--- src/rtl/vending_fsm_param.sv ---
// Parametrised vending controller: price table, reject, cancel-refund and serial change return.
// Latency: requests take effect on the next edge; dispense lasts 1 cycle, then 1 change cycle per credit unit.
// Backpressure: busy is high in DISPENSE/CHANGE; coins then are rejected, selections and cancels dropped.
module vending_fsm_param #(
  parameter int CREDIT_W = 5,
  parameter int COIN_W   = 3,
  parameter int N_PROD   = 4,
  parameter int PRICE_W  = 5,
  parameter logic [N_PROD*PRICE_W-1:0] PRICES = {5'd7, 5'd5, 5'd4, 5'd3},
  parameter bit CHANGE_EN = 1'b1
) (
  input  logic                        clk,
  input  logic                        reset,
  input  logic                        coin_valid,
  input  logic [COIN_W-1:0]           coin_val,
  input  logic                        sel_valid,
  input  logic [$clog2(N_PROD)-1:0]   sel_idx,
  input  logic                        cancel,
  output logic [CREDIT_W-1:0]         credit,
  output logic                        dispense,
  output logic [$clog2(N_PROD)-1:0]   prod,
  output logic                        change_pulse,
  output logic                        busy,
  output logic                        reject
);

  localparam int IW = $clog2(N_PROD);

  typedef enum logic [1:0] {
    S_CREDIT   = 2'd0,
    S_DISPENSE = 2'd1,
    S_CHANGE   = 2'd2
  } state_t;

  state_t              state_q, state_d;
  logic [CREDIT_W-1:0] credit_q, credit_d;
  logic [IW-1:0]       prod_q, prod_d;
  logic                reject_q, reject_d;

  logic [PRICE_W-1:0]  price;
  logic                idx_ok;
  logic [CREDIT_W-1:0] price_ext;
  logic                sel_afford;
  logic [CREDIT_W:0]   coin_sum;
  logic                coin_fits;

  // Indices beyond N_PROD never match, which is how an out-of-range selection is flagged.
  always_comb begin
    price  = '0;
    idx_ok = 1'b0;
    for (int i = 0; i < N_PROD; i++) begin
      if (sel_idx == IW'(i)) begin
        price  = PRICES[i*PRICE_W +: PRICE_W];
        idx_ok = 1'b1;
      end
    end
  end

  assign price_ext  = CREDIT_W'(price);
  assign sel_afford = idx_ok && (price_ext <= credit_q);
  assign coin_sum   = {1'b0, credit_q} + (CREDIT_W+1)'(coin_val);
  assign coin_fits  = ~coin_sum[CREDIT_W];

  always_comb begin
    state_d  = state_q;
    credit_d = credit_q;
    prod_d   = prod_q;
    reject_d = 1'b0;
    case (state_q)
      S_CREDIT: begin
        if (cancel && (credit_q != '0)) begin
          state_d  = S_CHANGE;
          reject_d = coin_valid;
        end else if (sel_valid && sel_afford) begin
          credit_d = credit_q - price_ext;
          prod_d   = sel_idx;
          state_d  = S_DISPENSE;
          reject_d = coin_valid;
        end else begin
          // A refused selection still lets a coin in the same cycle be credited.
          reject_d = sel_valid;
          if (coin_valid && (coin_val != '0)) begin
            if (coin_fits) credit_d = coin_sum[CREDIT_W-1:0];
            else           reject_d = 1'b1;
          end
        end
      end
      S_DISPENSE: begin
        reject_d = coin_valid;
        state_d  = (CHANGE_EN && (credit_q != '0)) ? S_CHANGE : S_CREDIT;
      end
      S_CHANGE: begin
        reject_d = coin_valid;
        if (credit_q > CREDIT_W'(1)) begin
          credit_d = credit_q - CREDIT_W'(1);
        end else begin
          credit_d = '0;
          state_d  = S_CREDIT;
        end
      end
      default: state_d = S_CREDIT;
    endcase
  end

  always_ff @(posedge clk or posedge reset) begin
    if (reset) begin
      state_q  <= S_CREDIT;
      credit_q <= '0;
      prod_q   <= '0;
      reject_q <= 1'b0;
    end else begin
      state_q  <= state_d;
      credit_q <= credit_d;
      prod_q   <= prod_d;
      reject_q <= reject_d;
    end
  end

  assign credit       = credit_q;
  assign prod         = prod_q;
  assign reject       = reject_q;
  assign dispense     = (state_q == S_DISPENSE);
  assign change_pulse = (state_q == S_CHANGE);
  assign busy         = (state_q == S_DISPENSE) || (state_q == S_CHANGE);

endmodule

--- config.mk ---
export PLATFORM = sky130hd
export DESIGN_NAME = vending_fsm_param
export DESIGN_NICKNAME = d
export VERILOG_FILES = /design/src/rtl/vending_fsm_param.sv
export SDC_FILE = /design/constraint.sdc
export NUM_CORES = 1
export LEC_CHECK = 0
export CAP_MARGIN = 20
export CORE_MARGIN = 10
export CORE_UTILIZATION = 51
export DETAILED_ROUTE_END_ITERATION = 12
export PLACE_DENSITY = 0.81
export SLEW_MARGIN = 20
export SYNTH_ARGS = -nofsm -noshare
export SYNTH_HDL_FRONTEND = slang
export SYNTH_SLANG_ARGS = --single-unit
--- constraint.sdc ---
create_clock -name clk -period 2.3 [get_ports clk]
set_input_delay 0.46 -clock clk [delete_from_list [all_inputs] [get_ports clk]]
set_output_delay 0.46 -clock clk [all_outputs]
set_load 0.02 [all_outputs]
# After elaboration in Yosys (flattened, before gate mapping)

Cells that the tools add are included.
W data, S select, Z words.

Bitwise gates (word level): 1
Add/sub/neg operators: 3
Magnitude comparators: 2
Reduce and logical (&&, ||, !) cells: 14
Equality and inequality tests: 10
Mux-type cells: 24

Operators by type and width:

| cell                  | number |
|---|---|
| $mux W5               | 7 |
| $mux W2               | 5 |
| $pmux W5 S2           | 1 |
| $ne A3 B3 Y1 const B  | 3 |
| $mux W1               | 8 |
| $add A5 B3 Y6         | 1 |
| $eq A2 B2 Y1 const B  | 3 |
| $pmux W2 S3           | 1 |
| $gt A5 B1 Y1 const B  | 1 |
| $le A5 B5 Y1          | 1 |
| $reduce_bool A5 Y1    | 1 |
| $sub A5 B1 Y5 const B | 1 |
| $sub A5 B5 Y5         | 1 |
| $eq A2 B1 Y1 const B  | 2 |
| $logic_and A1 B1 Y1   | 4 |
| $logic_not A2 Y1      | 2 |
| $ne A2 B2 Y1 const B  | 2 |
| $reduce_and A4 Y1     | 1 |
| $mux W3               | 1 |
| $reduce_and A3 Y1     | 1 |
| $reduce_bool A3 Y1    | 1 |
| $pmux W1 S2           | 1 |
| $reduce_and A2 Y1     | 1 |
| $reduce_bool A2 Y1    | 1 |
| other kinds (3)       | 3 |

Bits in registers: 10
Input port bits: 10
Word-level logic and storage cells: 58
Output and inout bits: 11

# Depth between registers and ports, before layout

Gate-level depths: netlist of the first run.

Depth after elaboration: 11
Depth in mapped cells: 11
Depth with buffers taken out: 11

# Least setup slack after synthesis of the first run

No wires, ideal clock.

Kind: input-to-reg
Start point: input port sel_idx[0]
End point: register credit_q[4], in the netlist credit[4]
Stages on the path: 8
Library setup time: 0.125 ns
Buffers on the path: 0
Arrival time: 2.208 ns
Required time: 2.175 ns
Slack: -0.033 ns
Path through: inv_1 ha_1 ha_1 and3_1 or3_1 a222oi_1 nand2_1 mux2_2

Cells in the longest elaborated chain, start to end: 11
Elaborated cells on any way between the ends: 22
Classes of those cells: 1 x add/sub; 1 x order compare; 5 x eq/ne; 11 x mux; 4 x reduce/logical

RTL lines:

| what                   | RTL line | text |
|---|---|---|
| start: declaration     | 17       | `input logic [$clog2(N_PROD)-1:0] sel_idx,` |
| $logic_not A2 Y1       | 52       | `if (sel_idx == IW'(i)) begin` |
| $mux W2                | 52       |  |
| $mux W3                | 52       |  |
| $mux W5 (2 in series)  | 52       |  |
| $le A5 B5 Y1           | 60       | `assign sel_afford = idx_ok && (price_ext <= credit_q);` |
| $logic_and A1 B1 Y1    | 60       |  |
| $logic_and A1 B1 Y1    | 74       | `end else if (sel_valid && sel_afford) begin` |
| $mux W5                | 74       |  |
| $mux W5                | 71       | `if (cancel && (credit_q != '0)) begin` |
| $pmux W5 S2            | 69       | `case (state_q)` |
| end signal: assignment | 113      | `credit_q <= credit_d;` |
| end: declaration       | 36       | `logic [CREDIT_W-1:0] credit_q, credit_d;` |

Parallel ways exist; a longest one is shown, timed or not. The select of a mux whose other input is x is not followed.
A chain may end at the register's enable or synchronous reset.

# Worst setup path in the final report of the first run

Start point: input port coin_val[1]
End point: register credit_q[4], in the netlist credit[4]

Cells in the longest elaborated chain, start to end: 6
Elaborated cells on any way between the ends: 11
Classes of those cells: 1 x add/sub; 2 x eq/ne; 5 x mux; 3 x reduce/logical

RTL lines:

| what               | RTL line | text |
|---|---|---|
| start: declaration | 15       | `input logic [COIN_W-1:0] coin_val,` |
| $add A5 B3 Y6      | 61       | `assign coin_sum = {1'b0, credit_q} + (CREDIT_W+1)'(coin_val);` |
| $mux W5            | 83       | `if (coin_fits) credit_d = coin_sum[CREDIT_W-1:0];` |
| $mux W5            | 82       | `if (coin_valid && (coin_val != '0)) begin` |
| $mux W5            | 74       |  |
| $mux W5            | 71       |  |
| $pmux W5 S2        | 69       |  |

Parallel ways exist; a longest one is shown, timed or not. The select of a mux whose other input is x is not followed.

==> out/results.txt, run 1 <==
CTS H-tree lvls - 1
setup tns final - 0 ns
top cell type's share of synthesized area - 23.8%
core box area - 1960 um2
Final Max Slew Viols - 0
CTS Root Buffer Type - clkbuf_4
syn avg cell area - 8.61 um2
RSZ-0062 raised after global routing - no
Synthesized Nets - 148
CP Capture Type - register
final wirelength - 3.12 mm
critical path fanouts, max - 9
Residual DRC - 0
most frequent cells in the layout - 19 x buf_4, 17 x clkdlybuf4s50_1, 12 x nand2_1
I/O Pins - 21
antenna-violating nets left - 0
cells after synthesis - 122
# fillers - 145
Yosys reg bits - 10
kind of critical path - primary input to register
cts bufs inserted - 3
max cap viols - 0
Clock Sink Count - 10
clock tree from TritonCTS - done
Final Skew - 0.00155 ns
Slew headroom - 74.4%
Post-synth ARST share - 100%
Final #Nets - 189
total number of vias - 1,105
CP Data Arrival Time - 2.37 ns
Routability Congestion - 0.918
placed cell area - 1410 um2
die area - 4280 um2
Tcrit/Tclk final - 96.6%
CP Launch Type - primary input
diode count - 0
worst reg-to-reg path cell count - 7
Fin. Hold Viols - 0
WL per Instance - 16.5 um
CP cell instances - clkdlybuf4s50_1 > ha_1 > a211o_1 > a21oi_1 > nor2_1 > a21oi_4 > mux2_4
maximum vdd ir drop - 0.845 mV
Finished Core Util - 78.1%
slew of the pin with the lowest slew margin - 0.383 ns
Power Total - 0.00222 W
synth top area cells - dfrtp_1 24%, ha_1 17%, inv_1 5.0%
Chip Height - 65.4 um
design area - 1530 um2
CP max-delay cell - clkdlybuf4s50_1
clk_lat worst skew - 0.26 ns
initial antenna violation count - 0
Primary FF master, synth - dfrtp_1
HP Class - primary input to asynchronous set/reset pin
Required @ worst endpoint - 2.45 ns
Max Clk Rate - 450 MHz
status - completed
Crit path depth - 7
pin count of the biggest net entering global routing - 11
count of unique library cells instantiated by Yosys - 43
family with the most delay on the worst path - compound AO/OA/AOI/OAI gates
post-synth top area cell - dfrtp_1
gr ovfl total - 0
minimum clock period after layout - 2.22 ns
EDFF count, synth - 0
Slowest Stage Delay on Critical Path - 0.45 ns
CP Buf/Inv Count - 1
Power Density - 1450 nW/um2
DR vias/cell - 5.85
Synth-to-Final Area Change - 45.7%
synthesized area - 1050 um2
total track usage - 14.3%
Finished Layout Cells - 189
CTS Hold Bufs - 0
initial DRC count - 79
commonest non-fill, non-tap cell in the layout - buf_4
Initial Utilization - 53.6%
Lkg Pwr - 0.704 nW
sequential area share after synthesis - 23.8%
PortBufs - 20
row cnt - 16
Final setup viols - 0
DP HPWL - 2.52 mm
first-pass GRT wire length - 4.97 mm
TritonRoute pass-1 iters - 4
ratio of cells with drive above 1 in the final layout - 29.0%
Placed Cells - 185
die width - 65.4 um
Worst-path clk slew - 0.07 ns
vias in the first global route - 1,105
Longest Clk Path Bufs - 2
Yosys warning count - 0
-- logic make-up (layout without fill, tap and decap cells) --
| logic type | count (synthesis) | after routing | synth area share (%) |
|---|---|---|---|
| simple gates | 37 | 37 | 18.1 |
| fa+ha+maj | 16 | 16 | 20.5 |
| buf+inv | 17 | 57 | 6.90 |
| flops | 10 | 10 | 23.8 |
| mux | 2 | 2 | 2.02 |
| compound gates | 38 | 38 | 27.0 |
| xor+xnor | 2 | 2 | 1.67 |
-- stage by stage --
| stage | setup WS (ns) | hold slack, ns |
|---|---|---|
| CTS | 0.00562 | 0.469 |
| finish | 0.0778 | 0.459 |
| global route | 0.00190 | 0.525 |
| global placement | -0.549 | 0.472 |
| floorplan | 0.00342 | 0.300 |
| detailed placement | -0.619 | 0.476 |
-- cell type report --
| type | instances | area [um2] | share of cell area, % |
|---|---|---|---|
| Tap cell | 27 | 33.8 | 2.21 |
| Timing Repair Buffer | 39 | 335 | 21.9 |
| Sequential cell | 10 | 250 | 16.3 |
| Inverter | 14 | 52.6 | 3.43 |
| Multi-Input combinational cell | 95 | 823 | 53.8 |
| Clock buffer | 4 | 36.3 | 2.37 |
-- worst reg2reg max path, cell delays in order, from the launching register on --
cell	delay, ns
dfrtp_1	0.44
inv_1	0.11
ha_1	0.18
or4b_4	0.51
a21boi_2	0.22
nor2_2	0.07
a21oi_4	0.24
mux2_4	0.33
-- metal layers --
metal  up-vias  part of all wire (%)  global-route usage (%)
met5         -                     0                       0
met4         0                   2.2                    7.75
met3         6                   8.7                    1.69
li1        526                     -                       -
met2        58                    52                    26.3
met1       515                    37                    15.5
-- repair_timing --
action,CTS,global route
setup buffers,0,0
resized for setup,20,5
setup endpoints to repair,10,1
pin swaps,10,8
-- synth_stat cells, drive strengths merged (2+ instances only) --
| cell type | n |
|---|---|
| nand2b | 2 |
| nand3b | 2 |
| a31oi | 3 |
| o31ai | 4 |
| nand3 | 2 |
| ha | 14 |
| nor2 | 8 |
| a21oi | 9 |
| a22o | 2 |
| inv | 14 |
| o21ai | 9 |
| fa | 2 |
| nand2 | 13 |
| buf | 2 |
| or3 | 2 |
| xnor2 | 2 |
| and3 | 2 |
| dfrtp | 10 |
-- power by group --
part / leakage, nW / switching, W / internal (W) / total (W)
combinational: 0.560 / 0.000865 / 0.000838 / 0.00170
clock: 0.0210 / 0.0000631 / 0.0000960 / 0.000159
sequential: 0.123 / 0.000102 / 0.000261 / 0.000362
-- final timing paths --
kind	startpoint	end	slack, ns
max in group asynchronous	reset	prod[0]	1.58
min	reset	state_q[1]	0.46
max	coin_val[1]	credit[4]	0.08
min reg2reg	prod[1]	prod[1]	0.49
min in group clk	prod[1]	prod[1]	0.49
max reg2reg	credit[1]	credit[4]	0.09
-- flip-flops by register name, summed over array words and instances, names as in the netlist --
| signal | count |
|---|---|
| reject | 1 |
| prod | 2 |
| state_q | 2 |
| credit | 5 |
No activity file was read; power rests on OpenSTA's default activity.
==> run 2: changes to the inputs <==
- CAP_MARGIN: 20 -> unset
==> results of run 2 <==
Final layout, timing and power as in run 1 (identical DEF).
